### config.mk
export PLATFORM = sky130hd
export DESIGN_NAME = fetch_unit_flat
export DESIGN_NICKNAME = d
export VERILOG_FILES = /design/src/rtl/fetch_unit_if.sv /design/src/rtl/fetch_unit.sv /design/src/flat_wrapper.sv
export SDC_FILE = /design/constraint.sdc
export NUM_CORES = 1
export LEC_CHECK = 0
export ABC_AREA = 1
export CAP_MARGIN = 10
export CELL_PAD_IN_SITES_DETAIL_PLACEMENT = 0
export CELL_PAD_IN_SITES_GLOBAL_PLACEMENT = 1
export CORE_MARGIN = 4
export CORE_UTILIZATION = 38
export DETAILED_ROUTE_END_ITERATION = 7
export PLACE_DENSITY = 0.92
export SLEW_MARGIN = 30
export SYNTH_ARGS = -nofsm -noshare
export SYNTH_HDL_FRONTEND = slang
export SYNTH_SLANG_ARGS = --single-unit
### constraint.sdc
create_clock -name clock_i -period 8.5 [get_ports clock_i]
set_input_delay 1.7 -clock clock_i [delete_from_list [all_inputs] [get_ports clock_i]]
set_output_delay 1.7 -clock clock_i [all_outputs]
set_load 0.03 [all_outputs]
### src/rtl/fetch_unit_if.sv
// Fetch unit bus: process context, redirect, icache request/response and bundle-queue write.
// The master modport is the fetch unit's view; slave is the environment's view.
interface fetch_unit_if #(
    parameter int addressWidth            = 64,
    parameter int maxBundleSize           = 128,
    parameter int PidSize                 = 32,
    parameter int TidSize                 = 64,
    parameter int instructionCounterWidth = 64
) ();
    logic [PidSize-1:0]                 pid_i;
    logic [TidSize-1:0]                 tid_i;
    logic                               redirect_i;
    logic [addressWidth-1:0]            redirectAddr_i;
    logic                               icacheReq_o;
    logic [addressWidth-1:0]            icacheAddr_o;
    logic                               icacheReady_i;
    logic                               icacheValid_i;
    logic [maxBundleSize-1:0]           icacheData_i;
    logic                               queueFull_i;
    logic                               bundleWrite_o;
    logic [addressWidth-1:0]            bundleAddress_o;
    logic [1:0]                         bundleLen_o;
    logic [PidSize-1:0]                 bundlePid_o;
    logic [TidSize-1:0]                 bundleTid_o;
    logic [instructionCounterWidth-1:0] bundleStartMajId_o;
    logic [maxBundleSize-1:0]           bundle_o;

    modport master (
        input  pid_i, tid_i, redirect_i, redirectAddr_i,
               icacheReady_i, icacheValid_i, icacheData_i, queueFull_i,
        output icacheReq_o, icacheAddr_o, bundleWrite_o, bundleAddress_o,
               bundleLen_o, bundlePid_o, bundleTid_o, bundleStartMajId_o, bundle_o
    );

    modport slave (
        output pid_i, tid_i, redirect_i, redirectAddr_i,
               icacheReady_i, icacheValid_i, icacheData_i, queueFull_i,
        input  icacheReq_o, icacheAddr_o, bundleWrite_o, bundleAddress_o,
               bundleLen_o, bundlePid_o, bundleTid_o, bundleStartMajId_o, bundle_o
    );
endinterface

### src/rtl/fetch_unit.sv
// Instruction fetch unit: issues one 16-byte aligned icache request at a time and writes
// the fetched instructions (from the PC's word offset onward) as a bundle into the fetch queue.
module fetch_unit #(
    parameter int                      addressWidth            = 64,
    parameter int                      instructionWidth        = 32,
    parameter int                      maxBundleSize           = 128,
    parameter int                      PidSize                 = 32,
    parameter int                      TidSize                 = 64,
    parameter int                      instructionCounterWidth = 64,
    parameter logic [addressWidth-1:0] resetVector             = '0,
    parameter int                      fetchUnitInstance       = 0
) (
    input logic          clock_i,
    input logic          reset_i,
    fetch_unit_if.master bus
);
    typedef enum logic [2:0] {IDLE, REQ, WAIT, STALL, DRAIN} stateType;

    stateType                           state;
    logic [addressWidth-1:0]            pc;
    logic [addressWidth-1:0]            holdPc;
    logic [maxBundleSize-1:0]           holdData;
    logic [instructionCounterWidth-1:0] majId;

    logic [addressWidth-1:0]            srcPc;
    logic [maxBundleSize-1:0]           srcData;
    logic [1:0]                         srcOff;
    logic                               writeNow;
    logic                               unusedRedirectBits;

    if (maxBundleSize != 4 * instructionWidth) begin : gBadBundle
        $error("fetch_unit: maxBundleSize must hold exactly four instructions");
    end
    if (fetchUnitInstance < 0) begin : gBadInstance
        $error("fetch_unit: fetchUnitInstance must be non-negative");
    end

    assign unusedRedirectBits = ^bus.redirectAddr_i[1:0];

    assign bus.icacheReq_o  = (state == REQ) && !reset_i;
    assign bus.icacheAddr_o = bus.icacheReq_o ? {pc[addressWidth-1:4], 4'b0000} : '0;

    // A stalled bundle is written from the hold buffer; otherwise straight from the response.
    always_comb begin
        srcPc   = (state == STALL) ? holdPc   : pc;
        srcData = (state == STALL) ? holdData : bus.icacheData_i;
    end
    assign srcOff   = srcPc[3:2];
    assign writeNow = !reset_i && !bus.redirect_i && !bus.queueFull_i &&
                      ((state == WAIT && bus.icacheValid_i) || state == STALL);

    always_ff @(posedge clock_i) begin
        if (reset_i) begin
            state                  <= IDLE;
            pc                     <= resetVector;
            majId                  <= '0;
            holdPc                 <= '0;
            holdData               <= '0;
            bus.bundleWrite_o      <= 1'b0;
            bus.bundleAddress_o    <= '0;
            bus.bundleLen_o        <= '0;
            bus.bundlePid_o        <= '0;
            bus.bundleTid_o        <= '0;
            bus.bundleStartMajId_o <= '0;
            bus.bundle_o           <= '0;
        end else begin
            bus.bundleWrite_o <= 1'b0;
            if (bus.redirect_i) begin
                pc       <= {bus.redirectAddr_i[addressWidth-1:2], 2'b00};
                holdPc   <= '0;
                holdData <= '0;
                // An accepted-but-unanswered request must be drained before the next one.
                if (state == WAIT || state == DRAIN || (state == REQ && bus.icacheReady_i))
                    state <= DRAIN;
                else
                    state <= REQ;
            end else begin
                unique case (state)
                    IDLE:  state <= REQ;
                    REQ:   if (bus.icacheReady_i) state <= WAIT;
                    WAIT:  if (bus.icacheValid_i) begin
                               if (bus.queueFull_i) begin
                                   holdPc   <= pc;
                                   holdData <= bus.icacheData_i;
                                   state    <= STALL;
                               end else begin
                                   state <= REQ;
                               end
                           end
                    STALL: if (!bus.queueFull_i) state <= REQ;
                    DRAIN: if (bus.icacheValid_i) state <= REQ;
                    default: state <= IDLE;
                endcase
            end

            if (writeNow) begin
                bus.bundleWrite_o      <= 1'b1;
                bus.bundleAddress_o    <= srcPc;
                bus.bundleLen_o        <= ~srcOff;
                bus.bundlePid_o        <= bus.pid_i;
                bus.bundleTid_o        <= bus.tid_i;
                bus.bundleStartMajId_o <= majId;
                bus.bundle_o           <= srcData << (int'(srcOff) * instructionWidth);
                majId                  <= majId + instructionCounterWidth'(3'd4 - 3'(srcOff));
                pc                     <= {srcPc[addressWidth-1:4], 4'b0000} + addressWidth'(16);
            end
        end
    end
endmodule
### src/flat_wrapper.sv
// flat-port wrapper written by rule: the top's interface ports become plain ports
module fetch_unit_flat 
#(
    parameter int                      addressWidth            = 64,
    parameter int                      instructionWidth        = 32,
    parameter int                      maxBundleSize           = 128,
    parameter int                      PidSize                 = 32,
    parameter int                      TidSize                 = 64,
    parameter int                      instructionCounterWidth = 64,
    parameter logic [addressWidth-1:0] resetVector             = '0,
    parameter int                      fetchUnitInstance       = 0
)
  (clock_i, reset_i, bus_pid_i, bus_tid_i, bus_redirect_i, bus_redirectAddr_i, bus_icacheReady_i, bus_icacheValid_i, bus_icacheData_i, bus_queueFull_i, bus_icacheReq_o, bus_icacheAddr_o, bus_bundleWrite_o, bus_bundleAddress_o, bus_bundleLen_o, bus_bundlePid_o, bus_bundleTid_o, bus_bundleStartMajId_o, bus_bundle_o);
  fetch_unit_if #(.addressWidth(addressWidth), .maxBundleSize(maxBundleSize), .PidSize(PidSize), .TidSize(TidSize), .instructionCounterWidth(instructionCounterWidth)) bus_i ();
  input logic clock_i;
  input logic reset_i;
  input wire logic [$bits(bus_i.pid_i)-1:0] bus_pid_i;
  input wire logic [$bits(bus_i.tid_i)-1:0] bus_tid_i;
  input wire logic [$bits(bus_i.redirect_i)-1:0] bus_redirect_i;
  input wire logic [$bits(bus_i.redirectAddr_i)-1:0] bus_redirectAddr_i;
  input wire logic [$bits(bus_i.icacheReady_i)-1:0] bus_icacheReady_i;
  input wire logic [$bits(bus_i.icacheValid_i)-1:0] bus_icacheValid_i;
  input wire logic [$bits(bus_i.icacheData_i)-1:0] bus_icacheData_i;
  input wire logic [$bits(bus_i.queueFull_i)-1:0] bus_queueFull_i;
  output wire logic [$bits(bus_i.icacheReq_o)-1:0] bus_icacheReq_o;
  output wire logic [$bits(bus_i.icacheAddr_o)-1:0] bus_icacheAddr_o;
  output wire logic [$bits(bus_i.bundleWrite_o)-1:0] bus_bundleWrite_o;
  output wire logic [$bits(bus_i.bundleAddress_o)-1:0] bus_bundleAddress_o;
  output wire logic [$bits(bus_i.bundleLen_o)-1:0] bus_bundleLen_o;
  output wire logic [$bits(bus_i.bundlePid_o)-1:0] bus_bundlePid_o;
  output wire logic [$bits(bus_i.bundleTid_o)-1:0] bus_bundleTid_o;
  output wire logic [$bits(bus_i.bundleStartMajId_o)-1:0] bus_bundleStartMajId_o;
  output wire logic [$bits(bus_i.bundle_o)-1:0] bus_bundle_o;
  assign bus_i.pid_i = bus_pid_i;
  assign bus_i.tid_i = bus_tid_i;
  assign bus_i.redirect_i = bus_redirect_i;
  assign bus_i.redirectAddr_i = bus_redirectAddr_i;
  assign bus_i.icacheReady_i = bus_icacheReady_i;
  assign bus_i.icacheValid_i = bus_icacheValid_i;
  assign bus_i.icacheData_i = bus_icacheData_i;
  assign bus_i.queueFull_i = bus_queueFull_i;
  assign bus_icacheReq_o = bus_i.icacheReq_o;
  assign bus_icacheAddr_o = bus_i.icacheAddr_o;
  assign bus_bundleWrite_o = bus_i.bundleWrite_o;
  assign bus_bundleAddress_o = bus_i.bundleAddress_o;
  assign bus_bundleLen_o = bus_i.bundleLen_o;
  assign bus_bundlePid_o = bus_i.bundlePid_o;
  assign bus_bundleTid_o = bus_i.bundleTid_o;
  assign bus_bundleStartMajId_o = bus_i.bundleStartMajId_o;
  assign bus_bundle_o = bus_i.bundle_o;
  fetch_unit #(.addressWidth(addressWidth), .instructionWidth(instructionWidth), .maxBundleSize(maxBundleSize), .PidSize(PidSize), .TidSize(TidSize), .instructionCounterWidth(instructionCounterWidth), .resetVector(resetVector), .fetchUnitInstance(fetchUnitInstance)) u_core (.clock_i(clock_i), .reset_i(reset_i), .bus(bus_i));
endmodule
==> flow_metrics.env, run 1 <==
export IMPL_outcome="completed"
export IMPL_endpoint_kind="output pin"
export IMPL_slowest_stage="dfxtp_1"
export IMPL_vias=33100
export IMPL_start_util=0.383
export IMPL_ys_warn_count=0
export IMPL_finalSetupTns_ps=0
export IMPL_async_flop_share=0
export IMPL_die_area_um2=87300
export IMPL_path_cells="inv_1, nor3_1, inv_1, nor2_1, clkinv_1, buf_4, nor2_1, clkdlybuf4s50_1"
export IMPL_n_fill_cell=8151
export IMPL_synth_top_area_frac=0.428
export IMPL_hold_path_class="register to register"
export IMPL_antenna_left=0
export IMPL_hold_buffers=0
export IMPL_final_hold_viol_count=0
export IMPL_grt_pass1_vias=30500
export IMPL_p_comb_frac=0.116
export IMPL_worstPathRequired_ps=6800
export IMPL_yosys_top_cells_area="dfxtp_1 (43%), nand2_1 (10%), o21ai_0 (10%)"
export IMPL_drtIter0Drc=2895
export IMPL_clockBufferDepth=3
export IMPL_synth_common_cells="nand2_1 (850), nor2_1 (684), dfxtp_1 (672)"
export IMPL_insertion_delay_ps=650
export IMPL_r2r_slack_ps=3330
export IMPL_slew_violations=0
export IMPL_final_nets=5386
export IMPL_drive_gt1_frac=0.0494
export IMPL_cts_made_buffers=78
export IMPL_worst_slew_pin_slew_ps=1300
export IMPL_cp_start_kind="register"
export IMPL_synth_cell_type_count=51
export IMPL_synth_area_per_cell_um2=6.87
export IMPL_worst_ep_arrival_time_ps=4280
export IMPL_syn_cell_area_um2=31400
export IMPL_cts_root_buf="clkbuf_16"
export IMPL_rsz0062_at_grt="no"
export IMPL_drc=0
export IMPL_p_sw_frac=0.271
export IMPL_wl_per_cell_um=21.4
export IMPL_critPathMaxStageDelay_ps=760
export IMPL_slew_headroom=0.132
export IMPL_yosys_register_bits=672
export IMPL_area_growth_pct=32.6
export IMPL_hpwl_mm=96.0
export IMPL_post_cts_buffers=0
export IMPL_antenna_found_initial=43
export IMPL_grt_usage=0.290
export IMPL_io_pins=714
export IMPL_p_leak_nw=16.0
export IMPL_ys_flop_type="dfxtp_1"
export IMPL_period_needed_ps=5980
export IMPL_grt_ovfl_total=0
export IMPL_power_density_nw_per_um2=182
export IMPL_io_buffers=705
export IMPL_synthCells=4571
export IMPL_tritoncts="yes"
export IMPL_crit_family="buffers and inverters"
export IMPL_yosysTopAreaCell="dfxtp_1"
export IMPL_p_clk_frac=0.457
export IMPL_hold_slack_ps=451
export IMPL_synth_seq_area_share=0.428
export IMPL_drtPass1Iterations=7
export IMPL_grt_max_degree=267
export IMPL_worst_path_buf_inv=5
export IMPL_setup_viol=0
export IMPL_internal_power_w=0.00552
export IMPL_clk_pin_slew_ps=60
export IMPL_pwr_share_seq=0.428
export IMPL_grt_pass1_wl_mm=193
export IMPL_fp_coreArea_um2=82000
export IMPL_die_y_um=295
export IMPL_max_freq_mhz=167
export IMPL_vias_per_cell=5.30
export IMPL_peakVddDrop_v=0.000148
export IMPL_cts_sinks=672
export IMPL_clock_skew_ps=34.2
export IMPL_maxCapViolCount=0
export IMPL_synth_most_common_cell="nand2_1"
export IMPL_fin_crit_sh=0.704
export IMPL_rows=105
export IMPL_cts_resized=0
export IMPL_critical_path_class="register to output pin"
export IMPL_gp_routability_congestion=0.942
export IMPL_synth_edf_count=0
export IMPL_p_switching_w=0.00206
export IMPL_cts_max_level=3
export IMPL_finalWirelength_mm=134
export IMPL_die_w_um=295
export IMPL_cp_max_fo=33
==> cell families after synthesis <==
logic type	synth area share
and+or+nand+nor	0.250
AOI/OAI and AO/OA	0.216
buffers and inverters	0.0956
DFF	0.428
xor gates and xnor gates	0.00530
muxes	0.00351
adders and majority gates	0.00183
other	0.000119
==> state kept, by name (all words and copies together) (netlist names), 32 cells and up <==
name                           flops
u_core.bus.bundlePid_o            32
u_core.holdData                  128
u_core.bus.bundleStartMajId_o     64
u_core.majId                      64
u_core.holdPc                     62
u_core.bus.bundle_o              128
u_core.pc                         62
u_core.bus.bundleAddress_o        62
u_core.bus.bundleTid_o            64
==> per-layer routing <==
layer,global-route usage,vias to the layer above,wire (um)
met5,0,-,191
met2,0.471,1385,61400
li1,-,16100,-
met4,0.175,26,8390
met3,0.0854,300,12400
met1,0.340,15300,51200
==> placed cells by master, fill, tap and decap left out, types with 43 or more instances in the layout <==
cell	n
nand2_1	850
clkdlybuf4s50_1	704
nor2_1	680
dfxtp_1	672
o21ai_0	632
inv_1	434
a21oi_1	331
nand3_1	188
clkbuf_16	78
o211ai_1	61
a32o_1	57
nor3_1	43
nand4_1	43
==> worst register-to-register path: stages (launching register included) <==
cell     delay [ps]
dfxtp_1         760
nand3_4         630
nand2_1         320
nand2_4         430
xnor2_1         380
fa_1            470
inv_1            70
a21oi_1          80
nor2_1          230
inv_1           150
nor2_1          220
nand2_1          80
nor2_1          170
nand3_1         150
nor3_1          610
nand4_1         160
nand2_1         100
nor2_1           50
==> worst paths after layout <==
check / start / endpoint / depth (start not counted)
setup / recovery: u_core.state[0] / bus_icacheAddr_o[5] / 8
hold / removal: u_core.holdData[113] / u_core.holdData[113] / 2
setup reg to reg: u_core.state[0] / u_core.majId[56] / 17
hold reg to reg: u_core.holdData[113] / u_core.holdData[113] / 2
==> power by group through the flow <==
stage	Clock, W	Sequential [W]	Combinational [W]
after global routing	0.00365	0.00324	0.000944
after detailed placement	0	0.00331	0.000870
after floorplan	0	0.00334	0.000428
after global placement	0	0.00331	0.000866
after CTS	0.00351	0.00324	0.000874
final	0.00346	0.00324	0.000877
==> layout make-up <==
type                    count  area [um^2]  share of cell area
multi-input cells        3144        15000               0.361
inverters                 453         1720              0.0413
flip-flops and latches    672        13500               0.323
diodes                     27         67.6             0.00162
clock inverters            26          374             0.00899
well taps                1070         1340              0.0322
clock buffers             112         2250              0.0541
repair buffers            739         7400               0.178
==> through the flow <==
| stage | power, W | setup WS, ps | util | std cells | cell area [um^2] |
|---|---|---|---|---|---|
| after floorplan | 0.00377 | 3710 | - | 4576 | 31400 |
| after global placement | 0.00417 | 2470 | 0.474 | 6076 | 38900 |
| after detailed placement | 0.00418 | 2460 | 0.474 | 6076 | 38900 |
| after CTS | 0.00762 | 2550 | 0.506 | 6214 | 41500 |
| after global routing | 0.00783 | 2180 | 0.507 | 6235 | 41600 |
| final | 0.00758 | 2520 | 0.508 | 6243 | 41600 |
(Power assumes the default switching activity.)
==> run 2, diff against run 1 <==
- CORE_UTILIZATION: 38 -> 36
- PLACE_DENSITY: 0.92 -> 0.88
- clock period: 8.5 -> 5.6 ns (I/O delays scaled with it)
==> run 2 against run 1 <==
Compared with the run above:
- clock skew is 1.9 ps lower
- non-clock buffer count rose by 8
- worst hold slack got worse by 2.2 ps
- critical path type unchanged
- largest cell class unchanged
==> flow_metrics.env, run 2 (same netlist as run 1, synthesis figures left out) <==
export IMPL_fin_util=0.482
export IMPL_rsz0062_at_grt="no"
export IMPL_vias=33000
export IMPL_period_needed_ps=4460
export IMPL_worst_path_buf_inv=5
export IMPL_hold_buffers=0
export IMPL_outcome="completed"
export IMPL_layout_commonest_cell="nand2_1"
export IMPL_crit_family="buffers and inverters"
export IMPL_io_pins=714
export IMPL_cp_max_fo=60
export IMPL_endpoint_kind="output pin"
export IMPL_critPathMaxStageDelay_ps=770
export IMPL_antenna_left=0
export IMPL_die_y_um=303
export IMPL_grt_usage=0.281
export IMPL_io_buffers=705
export IMPL_drive_gt1_frac=0.0510
export IMPL_final_nets=5393
export IMPL_power_density_nw_per_um2=274
export IMPL_drc=0
export IMPL_finalSetupTns_ps=0
export IMPL_post_cts_buffers=0
export IMPL_path_cells="inv_1, nor3_1, inv_1, nor2_1, clkinv_1, buf_4, nor2_1, clkdlybuf4s50_1"
export IMPL_clock_skew_ps=32.4
export IMPL_drtPass1Iterations=5
export IMPL_slew_headroom=0.326
export IMPL_final_cell_mix="nand2_1 (850), clkdlybuf4s50_1 (704), nor2_1 (680)"
export IMPL_cts_made_buffers=77
export IMPL_die_area_um2=92000
export IMPL_cts_root_buf="clkbuf_16"
export IMPL_slew_violations=0
export IMPL_vias_per_cell=5.21
export IMPL_grt_pass1_wl_mm=196
export IMPL_area_growth_pct=33.0
export IMPL_fin_crit_sh=0.796
export IMPL_antenna_found_initial=33
export IMPL_power_w=0.0115
export IMPL_cts_resized=0
export IMPL_wl_per_cell_um=21.5
export IMPL_insertion_delay_ps=640
export IMPL_grt_ovfl_total=0
export IMPL_cp_start_kind="register"
export IMPL_cts_max_level=3
export IMPL_max_freq_mhz=224
export IMPL_maxCapViolCount=0
export IMPL_gp_routability_congestion=0.955
export IMPL_rows=108
export IMPL_grt_pass1_vias=30400
export IMPL_worst_slew_pin_slew_ps=1000
export IMPL_finalWirelength_mm=136
export IMPL_hold_path_class="register to register"
export IMPL_critical_path_class="register to output pin"
export IMPL_grt_max_degree=233
export IMPL_dp_slack_ps=964
export IMPL_fp_coreArea_um2=86600
export IMPL_die_w_um=303
export IMPL_worst_ep_arrival_time_ps=3340
export IMPL_start_util=0.362
export IMPL_p_leak_nw=16.0
export IMPL_cts_sinks=672
export IMPL_clk_pin_slew_ps=60
export IMPL_drtIter0Drc=2747
export IMPL_worstPathRequired_ps=4480
export IMPL_finalWorstSetupSlack_ps=1140
export IMPL_tritoncts="yes"
export IMPL_clockBufferDepth=3
export IMPL_final_hold_viol_count=0
export IMPL_top_regs="u_core.bus.bundle_o: 128 flops, u_core.holdData: 128 flops"
export IMPL_peakVddDrop_v=0.000190
export IMPL_slowest_stage="clkdlybuf4s50_1"
export IMPL_hpwl_mm=100
export IMPL_setup_viol=0
run 2: cell types whose count changed in the layout (fill, tap and decap cells not counted), sizes merged:
cell	before	now
clkinv	18	14
clkbuf	112	122
bufinv	5	2
buf	35	43
run 2: final timing paths:
kind | start | end | slack, ps | cells after the start
setup / recovery | u_core.state[0] | bus_icacheAddr_o[5] | 1140 | 8
hold / removal | u_core.holdPc[3] | u_core.holdPc[3] | 450 | 2
setup reg to reg | u_core.state[1] | u_core.majId[56] | 1470 | 16
hold reg to reg | u_core.holdPc[3] | u_core.holdPc[3] | 450 | 2
run 2: per-layer routing:
layer | GRT usage | part of all wire | wire (um)
met1 | 0.330 | 0.39 | 52900
met3 | 0.0779 | 0.090 | 12300
met5 | 0 | 0.00061 | 83
met2 | 0.456 | 0.46 | 62000
met4 | 0.176 | 0.065 | 8910
run 2: metrics by stage:
step	instances	hold WS (ps)	area, um^2
floorplan	4576	425	31400
global placement	6170	433	39100
detailed placement	6170	441	39100
CTS	6311	451	41700
global route	6328	469	41700
finish	6339	449	41800
run 2: layout make-up:
class                           instances  area, um^2
Clock inverter                         19         211
Sequential cell                       672       13500
Inverter                              453        1720
Clock buffer                          122        2380
Timing Repair Buffer                  747        7490
Fill cell                            8779       44800
Antenna cell                           27        67.6
Tap cell                             1155        1450
Multi-Input combinational cell       3144       15000
run 2: report_power, final:
part	leakage [nW]	internal (W)	total (W)	switching, W
sequential	5.43	0.00486	0.00492	0.0000566
combinational	9.33	0.000467	0.00135	0.000886
clock	1.28	0.00303	0.00519	0.00217
run 2: worst reg2reg max path, stage by stage, from the launching register on:
cell,delay (ps)
dfxtp_1,690
nand3_4,170
o21ai_1,400
xnor2_1,180
fa_1,450
inv_1,70
a21oi_1,80
nor2_1,250
inv_1,140
nor2_1,200
nand2_1,90
nor2_1,170
nand3_1,130
nor3_1,680
nand4_1,150
nand2_1,100
nor2_1,60
